`config.mk`:
```
export PLATFORM = sky130hd
export DESIGN_NAME = oj_compare_monitor_flat
export DESIGN_NICKNAME = d
export VERILOG_FILES = /design/src/rtl/oj_compare_monitor_if.sv /design/src/rtl/oj_compare_monitor.sv /design/src/flat_wrapper.sv
export SDC_FILE = /design/constraint.sdc
export NUM_CORES = 1
export LEC_CHECK = 0
export CORE_MARGIN = 2
export CORE_UTILIZATION = 55
export DETAILED_ROUTE_END_ITERATION = 10
export PLACE_DENSITY = 0.93
export SLEW_MARGIN = 20
export SYNTH_ARGS = -nofsm -noshare
export SYNTH_HDL_FRONTEND = slang
export SYNTH_SLANG_ARGS = --single-unit
```
`constraint.sdc`:
```
create_clock -name clk -period 4.7 [get_ports clk]
set_input_delay 0.47 -clock clk [delete_from_list [all_inputs] [get_ports clk]]
set_output_delay 0.47 -clock clk [all_outputs]
set_load 0.05 [all_outputs]
```
`src/rtl/oj_compare_monitor_if.sv`:
```
// rtl/oj_compare_monitor_if.sv - Stimulus/result bundle between a judge harness and the compare monitor
interface oj_compare_monitor_if #(
  parameter int DATA_W = 1,
  parameter int CNT_W  = 16
);
  logic              start;
  logic              sample_en;
  logic [DATA_W-1:0] ref_out;
  logic [DATA_W-1:0] dut_out;
  logic              done;
  logic              busy;
  logic [CNT_W-1:0]  sample_cnt;
  logic [CNT_W-1:0]  mismatch_cnt;
  logic [CNT_W-1:0]  first_err_idx;
  logic              first_err_valid;
  logic              verdict_valid;
  logic              pass;
  logic              fail;

  modport master (
    output start, sample_en, ref_out, dut_out, done,
    input  busy, sample_cnt, mismatch_cnt, first_err_idx, first_err_valid,
           verdict_valid, pass, fail
  );

  modport slave (
    input  start, sample_en, ref_out, dut_out, done,
    output busy, sample_cnt, mismatch_cnt, first_err_idx, first_err_valid,
           verdict_valid, pass, fail
  );
endinterface

```
`src/rtl/oj_compare_monitor.sv`:
```
// rtl/oj_compare_monitor.sv - Judge-bench output compare scoreboard with registered pass/fail verdict
// Counts samples and mismatches per run, latches the first failing index, optionally aborts early.
module oj_compare_monitor #(
  parameter int DATA_W  = 1,
  parameter int CNT_W   = 16,
  parameter int MAX_ERR = 0
) (
  input  logic                 clk,
  input  logic                 rst,
  oj_compare_monitor_if.slave  mon
);

  typedef enum logic [1:0] {
    S_IDLE = 2'd0,
    S_RUN  = 2'd1,
    S_DONE = 2'd2
  } state_t;

  localparam logic [CNT_W-1:0] CNT_MAX   = '1;
  localparam logic [CNT_W-1:0] MAX_ERR_C = CNT_W'(MAX_ERR);
  localparam bit               ABORT_EN  = (MAX_ERR != 0);

  state_t            state_q;
  logic [CNT_W-1:0]  sample_cnt_q;
  logic [CNT_W-1:0]  mismatch_cnt_q;
  logic [CNT_W-1:0]  first_err_idx_q;
  logic              first_err_valid_q;
  logic              busy_q;
  logic              verdict_valid_q;
  logic              pass_q;
  logic              fail_q;

  logic [DATA_W-1:0] ref_w;
  logic [DATA_W-1:0] dut_w;
  logic              take;
  logic              miss;
  logic              abort;
  logic              finish;
  logic              pass_d;
  logic [CNT_W-1:0]  sample_cnt_d;
  logic [CNT_W-1:0]  mismatch_cnt_d;

  assign ref_w = mon.ref_out;
  assign dut_w = mon.dut_out;

  always_comb begin
    take           = (state_q == S_RUN) && mon.sample_en;
    miss           = take && (ref_w != dut_w);
    sample_cnt_d   = sample_cnt_q;
    mismatch_cnt_d = mismatch_cnt_q;
    if (take && (sample_cnt_q != CNT_MAX)) begin
      sample_cnt_d = sample_cnt_q + 1'b1;
    end
    if (miss && (mismatch_cnt_q != CNT_MAX)) begin
      mismatch_cnt_d = mismatch_cnt_q + 1'b1;
    end
    // Abort is judged on the post-update count so the MAX_ERR-th mismatch ends the run.
    abort  = ABORT_EN && miss && (mismatch_cnt_d == MAX_ERR_C);
    finish = (state_q == S_RUN) && (mon.done || abort);
    pass_d = (mismatch_cnt_d == '0) && (sample_cnt_d != '0);
  end

  always_ff @(posedge clk or posedge rst) begin
    if (rst) begin
      state_q           <= S_IDLE;
      sample_cnt_q      <= '0;
      mismatch_cnt_q    <= '0;
      first_err_idx_q   <= '0;
      first_err_valid_q <= 1'b0;
      busy_q            <= 1'b0;
      verdict_valid_q   <= 1'b0;
      pass_q            <= 1'b0;
      fail_q            <= 1'b0;
    end else begin
      case (state_q)
        S_IDLE, S_DONE: begin
          if (mon.start) begin
            state_q           <= S_RUN;
            sample_cnt_q      <= '0;
            mismatch_cnt_q    <= '0;
            first_err_idx_q   <= '0;
            first_err_valid_q <= 1'b0;
            busy_q            <= 1'b1;
            verdict_valid_q   <= 1'b0;
            pass_q            <= 1'b0;
            fail_q            <= 1'b0;
          end
        end
        S_RUN: begin
          sample_cnt_q   <= sample_cnt_d;
          mismatch_cnt_q <= mismatch_cnt_d;
          // Pre-increment count is the 0-based index, including the saturated value.
          if (miss && !first_err_valid_q) begin
            first_err_idx_q   <= sample_cnt_q;
            first_err_valid_q <= 1'b1;
          end
          if (finish) begin
            state_q         <= S_DONE;
            busy_q          <= 1'b0;
            verdict_valid_q <= 1'b1;
            pass_q          <= pass_d;
            fail_q          <= !pass_d;
          end
        end
        default: begin
          state_q <= S_IDLE;
          busy_q  <= 1'b0;
        end
      endcase
    end
  end

  assign mon.busy            = busy_q;
  assign mon.sample_cnt      = sample_cnt_q;
  assign mon.mismatch_cnt    = mismatch_cnt_q;
  assign mon.first_err_idx   = first_err_idx_q;
  assign mon.first_err_valid = first_err_valid_q;
  assign mon.verdict_valid   = verdict_valid_q;
  assign mon.pass            = pass_q;
  assign mon.fail            = fail_q;

endmodule

```
`src/flat_wrapper.sv`:
```
// flat-port wrapper written by rule: the top's interface ports become plain ports
module oj_compare_monitor_flat 
#(
  parameter int DATA_W  = 1,
  parameter int CNT_W   = 16,
  parameter int MAX_ERR = 0
)
  (clk, rst, mon_start, mon_sample_en, mon_ref_out, mon_dut_out, mon_done, mon_busy, mon_sample_cnt, mon_mismatch_cnt, mon_first_err_idx, mon_first_err_valid, mon_verdict_valid, mon_pass, mon_fail);
  oj_compare_monitor_if #(.DATA_W(DATA_W), .CNT_W(CNT_W)) mon_i ();
  input  logic clk;
  input  logic rst;
  input wire logic [$bits(mon_i.start)-1:0] mon_start;
  input wire logic [$bits(mon_i.sample_en)-1:0] mon_sample_en;
  input wire logic [$bits(mon_i.ref_out)-1:0] mon_ref_out;
  input wire logic [$bits(mon_i.dut_out)-1:0] mon_dut_out;
  input wire logic [$bits(mon_i.done)-1:0] mon_done;
  output wire logic [$bits(mon_i.busy)-1:0] mon_busy;
  output wire logic [$bits(mon_i.sample_cnt)-1:0] mon_sample_cnt;
  output wire logic [$bits(mon_i.mismatch_cnt)-1:0] mon_mismatch_cnt;
  output wire logic [$bits(mon_i.first_err_idx)-1:0] mon_first_err_idx;
  output wire logic [$bits(mon_i.first_err_valid)-1:0] mon_first_err_valid;
  output wire logic [$bits(mon_i.verdict_valid)-1:0] mon_verdict_valid;
  output wire logic [$bits(mon_i.pass)-1:0] mon_pass;
  output wire logic [$bits(mon_i.fail)-1:0] mon_fail;
  assign mon_i.start = mon_start;
  assign mon_i.sample_en = mon_sample_en;
  assign mon_i.ref_out = mon_ref_out;
  assign mon_i.dut_out = mon_dut_out;
  assign mon_i.done = mon_done;
  assign mon_busy = mon_i.busy;
  assign mon_sample_cnt = mon_i.sample_cnt;
  assign mon_mismatch_cnt = mon_i.mismatch_cnt;
  assign mon_first_err_idx = mon_i.first_err_idx;
  assign mon_first_err_valid = mon_i.first_err_valid;
  assign mon_verdict_valid = mon_i.verdict_valid;
  assign mon_pass = mon_i.pass;
  assign mon_fail = mon_i.fail;
  oj_compare_monitor #(.DATA_W(DATA_W), .CNT_W(CNT_W), .MAX_ERR(MAX_ERR)) u_core (.clk(clk), .rst(rst), .mon(mon_i));
endmodule
```
==> qor.yml, run 1 <==
maxSlewViolCount: 0
die_w_microns: 80.6
overflow: 0
numCtsBuffers: 5
p_sw_uw: 447
arrival_ns: 3.17
drive_gt1_share_pct: 7.35
place_congestion: 0.940
io_buffers: 59
diodes: 0
nets: 416
drt_iter0_drc: 315
fin_worst_skew_ns: 0.00480
grt_pass1_wl_microns: 14000
syn_to_final_growth_pct: 21.9
antenna_found_initial: 0
end_kind: "register"
worst-path-max-fanout: 8
synthesis.area_sq_um: 3230
start_kind: "register"
yosysSeqAreaShare_pct: 42.6
p_clk_share_pct: 25.6
initial_core_util_pct: 57.9
p_per_area_nw_per_um2: 315
worst-setup-path-type: "register to register"
core_sq_um: 5570
power_frac_comb_pct: 29.3
clk_pin_slew_ns: 0.10
synthCells: 359
drt_pass1_iterations: 5
fillers: 427
die_area_sq_um: 6500
clock_latency_ns: 0.31
hold_path.class: "register to register"
num_rows: 27
rr_startpoint: "u_core.mon.sample_cnt[0]$_DFFE_PP0P_"
switching_share_pct: 36.1
ys_seq_elements: 55
synth_edf_count: 0
synthArstFlopShare_pct: 100
hold_viol_final: 0
htreeDepth: 2
post_cts_buffers: 0
p_leak_uw: 0.00161
cts_tree: "built"
setup_viol: 0
grt_max_degree: 56
holdWs_ns: 0.494
p_int_uw: 792
yosys_warnings: 0
fin_crit_sh_pct: 63.0
cp-startpoint: "u_core.mon.sample_cnt[0]$_DFFE_PP0P_"
min_from: "u_core.mon.verdict_valid$_DFFE_PP0P_"
syn_nets: 368
ios: 60
cts-hold-fix-buffers: 0
vias: 3067
routedWlPerCell_microns: 17.1
track_usage_pct: 27.5
tightest_slew_ns: 0.707
synth_cell_types: 67
syn_avg_cell_area_sq_um: 9.00
hpwl_microns: 5700
cts-root-buf: "clkbuf_8"
critPathRequiredTime_ns: 4.91
ctsResizeCount: 0
drv_cap: 0
outcome: "finished, final reports clean"
routed_wl_microns: 8200
slew_headroom_pct: 52.5
setup_tns_ns: 0
first_global_vias: 2769
rsz0062_at_grt: "false"
drc: 0
ant_nets: 0
cts_max_path_buffers: 2
p_seq_share_pct: 45.1
layout_min_cycle_time_ns: 2.96
die_y_microns: 80.6
max_freq_mhz: 338
post_drt_via_cell_ratio: 6.39
ir_drop_mv: 0.245
synth-main-ff-cell: "dfrtp_1"
cts.sinks: 55
==> cells in the final DEF, fill, tap and decap left out, types with 4 or more instances in the layout <==
cell type	count
nand2_1	66
clkdlybuf4s50_1	59
dfrtp_1	55
o21ai_0	36
nand3_1	22
a21oi_1	16
nor2_1	14
nand4_1	11
and3_1	11
mux2i_1	9
a31oi_1	6
xor2_1	5
o211ai_1	5
clkbuf_8	5
and4_1	4
nor4_1	4
inv_1	4
xnor2_1	4
==> synth_stat cells, types with 2 or more instances <==
cell	n	area [sq um]
nand2_1	66	248
dfrtp_1	55	1380
o21ai_0	36	180
nand3_1	22	110
a21oi_1	16	80.1
nor2_1	15	56.3
and3_1	11	68.8
clkbuf_1	11	41.3
nand4_1	11	68.8
mux2i_1	9	90.1
a31oi_1	6	37.5
inv_1	5	18.8
o211ai_1	5	37.5
xor2_1	5	43.8
and4_1	4	35.0
nand2b_1	4	25.0
nor4_1	4	25.0
xnor2_1	4	35.0
a22o_1	3	26.3
buf_4	3	22.5
buf_6	3	33.8
nand4b_1	3	26.3
nor3_1	3	15.0
or3_1	3	18.8
a211oi_1	2	15.0
a21o_1	2	15.0
and2_1	2	12.5
ha_1	2	25.0
nand3b_1	2	15.0
nand4_4	2	42.5
nor2b_1	2	12.5
nor4_4	2	42.5
o21bai_1	2	15.0
==> power by group through the flow <==
stage                     clock [uW]  sequential, uW  combinational (uW)
after floorplan                    0             666                 145
after global placement             0             564                 354
after detailed placement           0             566                 360
after CTS                        324             557                 361
after global routing             347             567                 394
final                            317             559                 363
==> stage by stage <==
| stage | cells | cell area [sq um] | total power (uW) | util, % | setup WS, ns |
|---|---|---|---|---|---|
| 3_3_place_gp | 472 | 3820 | 918 | 68.5 | 1.69 |
| 4_1_cts | 480 | 3930 | 1240 | 70.5 | 1.87 |
| 6_report | 480 | 3940 | 1240 | 70.6 | 1.74 |
| 3_5_place_dp | 472 | 3820 | 926 | 68.5 | 1.55 |
| 2_1_floorplan | 359 | 3230 | 812 | - | 1.84 |
| 5_1_grt | 480 | 3940 | 1310 | 70.6 | 1.60 |
==> final timing paths <==
kind	end	slack, ns	depth (start not counted)
hold reg to reg	u_core.mon.verdict_valid$_DFFE_PP0P_	0.49	2
hold / removal	u_core.mon.verdict_valid$_DFFE_PP0P_	0.49	2
max in group asynchronous	u_core.mon.sample_cnt[9]$_DFFE_PP0P_	3.61	3
setup reg to reg	u_core.mon.pass$_DFFE_PP0P_	1.74	8
setup / recovery	u_core.mon.pass$_DFFE_PP0P_	1.74	8
min in group asynchronous	u_core.mon.sample_cnt[13]$_DFFE_PP0P_	0.66	3
==> state kept, by name, indices dropped and copies added, names as in the netlist <==
register                    cells
u_core.mon.fail                 1
u_core.mon.pass                 1
u_core.mon.busy                 1
u_core.state_q                  2
u_core.mon.sample_cnt          16
u_core.mon.verdict_valid        1
u_core.mon.first_err_valid      1
u_core.mon.first_err_idx       16
u_core.mon.mismatch_cnt        16
==> cells by family after synthesis <==
family,after synthesis,synth area share [%]
and+or+nand+nor,168,28.7
AOI/OAI and AO/OA,90,18.2
DFF,55,42.6
buffers and inverters,25,4.03
muxes,10,3.14
xor gates and xnor gates,9,2.44
adders and majority gates,2,0.775
==> final cells by class <==
cell class                 instances  area, sq um  share of cell area [%]
multi-input combinational        279         1730                    44.0
sequential                        55         1380                    35.0
timing repair buffer              61          606                    15.4
tap                               72         90.1                    2.29
clock buffer                       5         68.8                    1.75
clock inverter                     3         43.8                    1.11
inverter                           5         18.8                   0.477
==> layer usage <==
metal / part of all wire [%] / track usage [%] / vias up
li1: - / - / 1414
met1: 44 / 41.0 / 1466
met2: 47 / 41.2 / 160
met3: 7.2 / 4.83 / 27
met4: 2.5 / 7.80 / 0
met5: 0 / 0 / -
==> worst max-delay path, cell delays in order (launching register included) <==
cell and delay, ns:
dfrtp_1 0.51, ha_1 0.27, nand3_1 0.14, or3_1 0.45, o41a_1 0.43, a2111oi_1 0.48, nand4_1 0.14, nand4b_1 0.22
a32o_1 0.22
Power figures use the tool's default switching activity.
==> inputs of run 2 (changes only) <==
Settings changed: CORE_UTILIZATION 55 to 47, PLACE_DENSITY 0.93 to 0.86.
Clock period 4.7 ns to 2.6 ns, I/O delays scaled along.
==> run 2 against run 1 <==
Net effect: die area grew 16%; routed wire length grew 4.1%; core utilization shrank 6.2 points; largest cell class unchanged; register-to-register slack lost 1.6 ns; design area grew 9.9%; flip-flop and latch count is the same; global-route usage shrank 4.2 points.
==> qor.yml, run 2 (synthesized netlist as in run 1, its figures left out) <==
worst-setup-path-type: "register to register"  # unchanged
slew_headroom_pct: 65.5  # was 52.5%
die_w_microns: 86.9  # was 80.6 microns
htreeDepth: 2  # unchanged
r2r-end: "u_core.mon.pass$_DFFE_PP0P_"  # unchanged
max_stage_delay_ns: 0.44  # was 0.51 ns
nets: 459  # was 416
end_kind: "register"  # unchanged
layout_commonest_cell: "nand2_1"  # unchanged
cts-root-buf: "clkbuf_8"  # unchanged
arrival_ns: 2.72  # was 3.17 ns
hold_viol_final: 0  # unchanged
io_buffers: 59  # unchanged
worst-path-max-fanout: 6  # was 8
p_per_area_nw_per_um2: 529  # was 315 nW/um^2
critPathSlowestCell: "dfrtp_2"  # was dfrtp_1
setup_viol: 0  # unchanged
ios: 60  # unchanged
cts_max_path_buffers: 2  # unchanged
diodes: 0  # unchanged
reg2reg_slack_ns: 0.10  # was 1.74 ns
vias: 3106  # was 3067
overflow: 0  # unchanged
drt_pass1_iterations: 4  # was 5
place_congestion: 0.917  # was 0.940
layout_min_cycle_time_ns: 2.50  # was 2.96 ns
cts_tree: "built"  # unchanged
syn_to_final_growth_pct: 34.0  # was 21.9%
antenna_found_initial: 0  # unchanged
grt_pass1_wl_microns: 14200  # was 14000 microns
routed-wl-met2_microns: 4200  # was 3820 microns
drc: 0  # unchanged
wl_met3_microns: 347  # was 593 microns
hpwl_microns: 6250  # was 5700 microns
instances_no_fill: 531  # was 480
outcome: "finished, final reports clean"  # unchanged
start_kind: "register"  # unchanged
first_global_vias: 2932  # was 2769
die_area_sq_um: 7550  # was 6500 sq um
crit_path_end: "u_core.mon.pass$_DFFE_PP0P_"  # unchanged
routed.top_layer: "met4"  # unchanged
grt_max_degree: 56  # unchanged
clk_pin_slew_ns: 0.12  # was 0.10 ns
track_usage_pct: 23.4  # was 27.5%
numCtsBuffers: 5  # unchanged
drt_iter0_drc: 270  # was 315
core_sq_um: 6720  # was 5570 sq um
drt-met1-wl_microns: 3920  # was 3580 microns
fillers: 564  # was 427
final_cell_mix: "66 x nand2_1, 59 x clkdlybuf4s50_1, 44 x buf_4"  # was 66 x nand2_1, 59 x clkdlybuf4s50_1, 55 x dfrtp_1
initial_core_util_pct: 48.1  # was 57.9%
total_power_uw: 2290  # was 1240 uW
fin_util_pct: 64.4  # was 70.6%
tightest_slew_ns: 0.516  # was 0.707 ns
cp-startpoint: "u_core.mon.sample_cnt[1]$_DFFE_PP0P_"  # was u_core.mon.sample_cnt[0]$_DFFE_PP0P_
clock_latency_ns: 0.32  # was 0.31 ns
routedWlPerCell_microns: 16.1  # was 17.1 microns
routed_wl_microns: 8540  # was 8200 microns
reg2reg_depth: 8  # unchanged
ant_nets: 0  # unchanged
ir_drop_mv: 0.507  # was 0.245 mV
cts.sinks: 55  # unchanged
rr_startpoint: "u_core.mon.sample_cnt[1]$_DFFE_PP0P_"  # was u_core.mon.sample_cnt[0]$_DFFE_PP0P_
fin_crit_sh_pct: 96.0  # was 63.0%
drv_cap: 0  # unchanged
setup_tns_ns: 0  # unchanged
critPathRequiredTime_ns: 2.83  # was 4.91 ns
fin_worst_skew_ns: 0.0144  # was 0.00480 ns
die_y_microns: 86.9  # was 80.6 microns
p_leak_uw: 0.00179  # was 0.00161 uW
drive_gt1_share_pct: 21.7  # was 7.35%
max_freq_mhz: 401  # was 338 MHz
crit_chain: "ha_4 -> nand3_2 -> or3_4 -> o41a_1 -> a2111oi_2 -> nand4_1 -> nand4b_1 -> a32o_1"  # was ha_1 -> nand3_1 -> or3_1 -> o41a_1 -> a2111oi_1 -> nand4_1 -> nand4b_1 -> a32o_1
placed_cells: 522  # was 472
hold_path.class: "input port to asynchronous set/reset pin"  # was register to register
maxSlewViolCount: 0  # unchanged
post_drt_via_cell_ratio: 5.85  # was 6.39
num_rows: 30  # was 27
run 2: changes by cell type in the layout (fill, tap and decap cells not counted), sizes merged:
| cell | change |
|---|---|
| buf | +43 |
| bufinv | -1 |
| clkinv | -2 |
| clkinvlp | +1 |
| inv | +2 |
run 2: layer usage:
metal / up-vias / track usage, %
li1: 1507 / -
met1: 1494 / 33.8
met2: 97 / 37.0
met3: 8 / 3.41
met4: 0 / 5.68
met5: - / 0
run 2: layout make-up:
type | count | area, sq um | share of cell area (%)
Multi-Input combinational cell | 279 | 1770 | 40.9
Timing Repair Buffer | 104 | 941 | 21.7
Tap cell | 80 | 100 | 2.31
Clock inverter | 3 | 25.0 | 0.578
Inverter | 5 | 18.8 | 0.434
Sequential cell | 55 | 1400 | 32.4
Clock buffer | 5 | 68.8 | 1.59
run 2: worst max-delay path, delay by kind of cell (launching register included):
kind,cells,cell delay [ns]
simple gates,4,0.86
flops,1,0.44
compound gates,3,0.94
fa+ha+maj,1,0.17
run 2: worst min-delay path by stage:
stage	to	from	slack [ns]
CTS	u_core.mon.first_err_idx[15]$_DFFE_PP0P_	rst	0.30
global placement	u_core.mon.verdict_valid$_DFFE_PP0P_	u_core.mon.verdict_valid$_DFFE_PP0P_	0.46
detailed placement	u_core.mon.verdict_valid$_DFFE_PP0P_	u_core.mon.verdict_valid$_DFFE_PP0P_	0.47
global route	u_core.mon.first_err_idx[15]$_DFFE_PP0P_	rst	0.33
finish	u_core.mon.first_err_idx[14]$_DFFE_PP0P_	rst	0.28
floorplan	u_core.state_q[0]$_DFFE_PP0P_	mon_done	0.37
run 2: power by group:
part           internal (uW)  total (uW)  switching [uW]
sequential               924         997            72.9
clock                    198         519             322
combinational            301         771             470
run 2: timing repair:
action                                  4_1_cts  5_1_grt
gates resized for setup                       0        4
buffers inserted                              0        1
endpoints found under the setup margin        0        2
hold buffers                                  0        0
run 2: through the flow:
step | setup WS, ns | area (sq um) | hold slack, ns
5_1_grt | -0.0156 | 4330 | 0.329
4_1_cts | 0.0364 | 4300 | 0.301
6_report | 0.104 | 4330 | 0.276
3_5_place_dp | -0.151 | 4210 | 0.468
2_1_floorplan | 0.00316 | 3290 | 0.368
3_3_place_gp | -0.0774 | 4210 | 0.461
==> inputs of run 3 (changes only) <==
Settings changed: CAP_MARGIN set to 20.
==> results of run 3 <==
No change in the layout: final DEF, timing and power equal those of run 2.
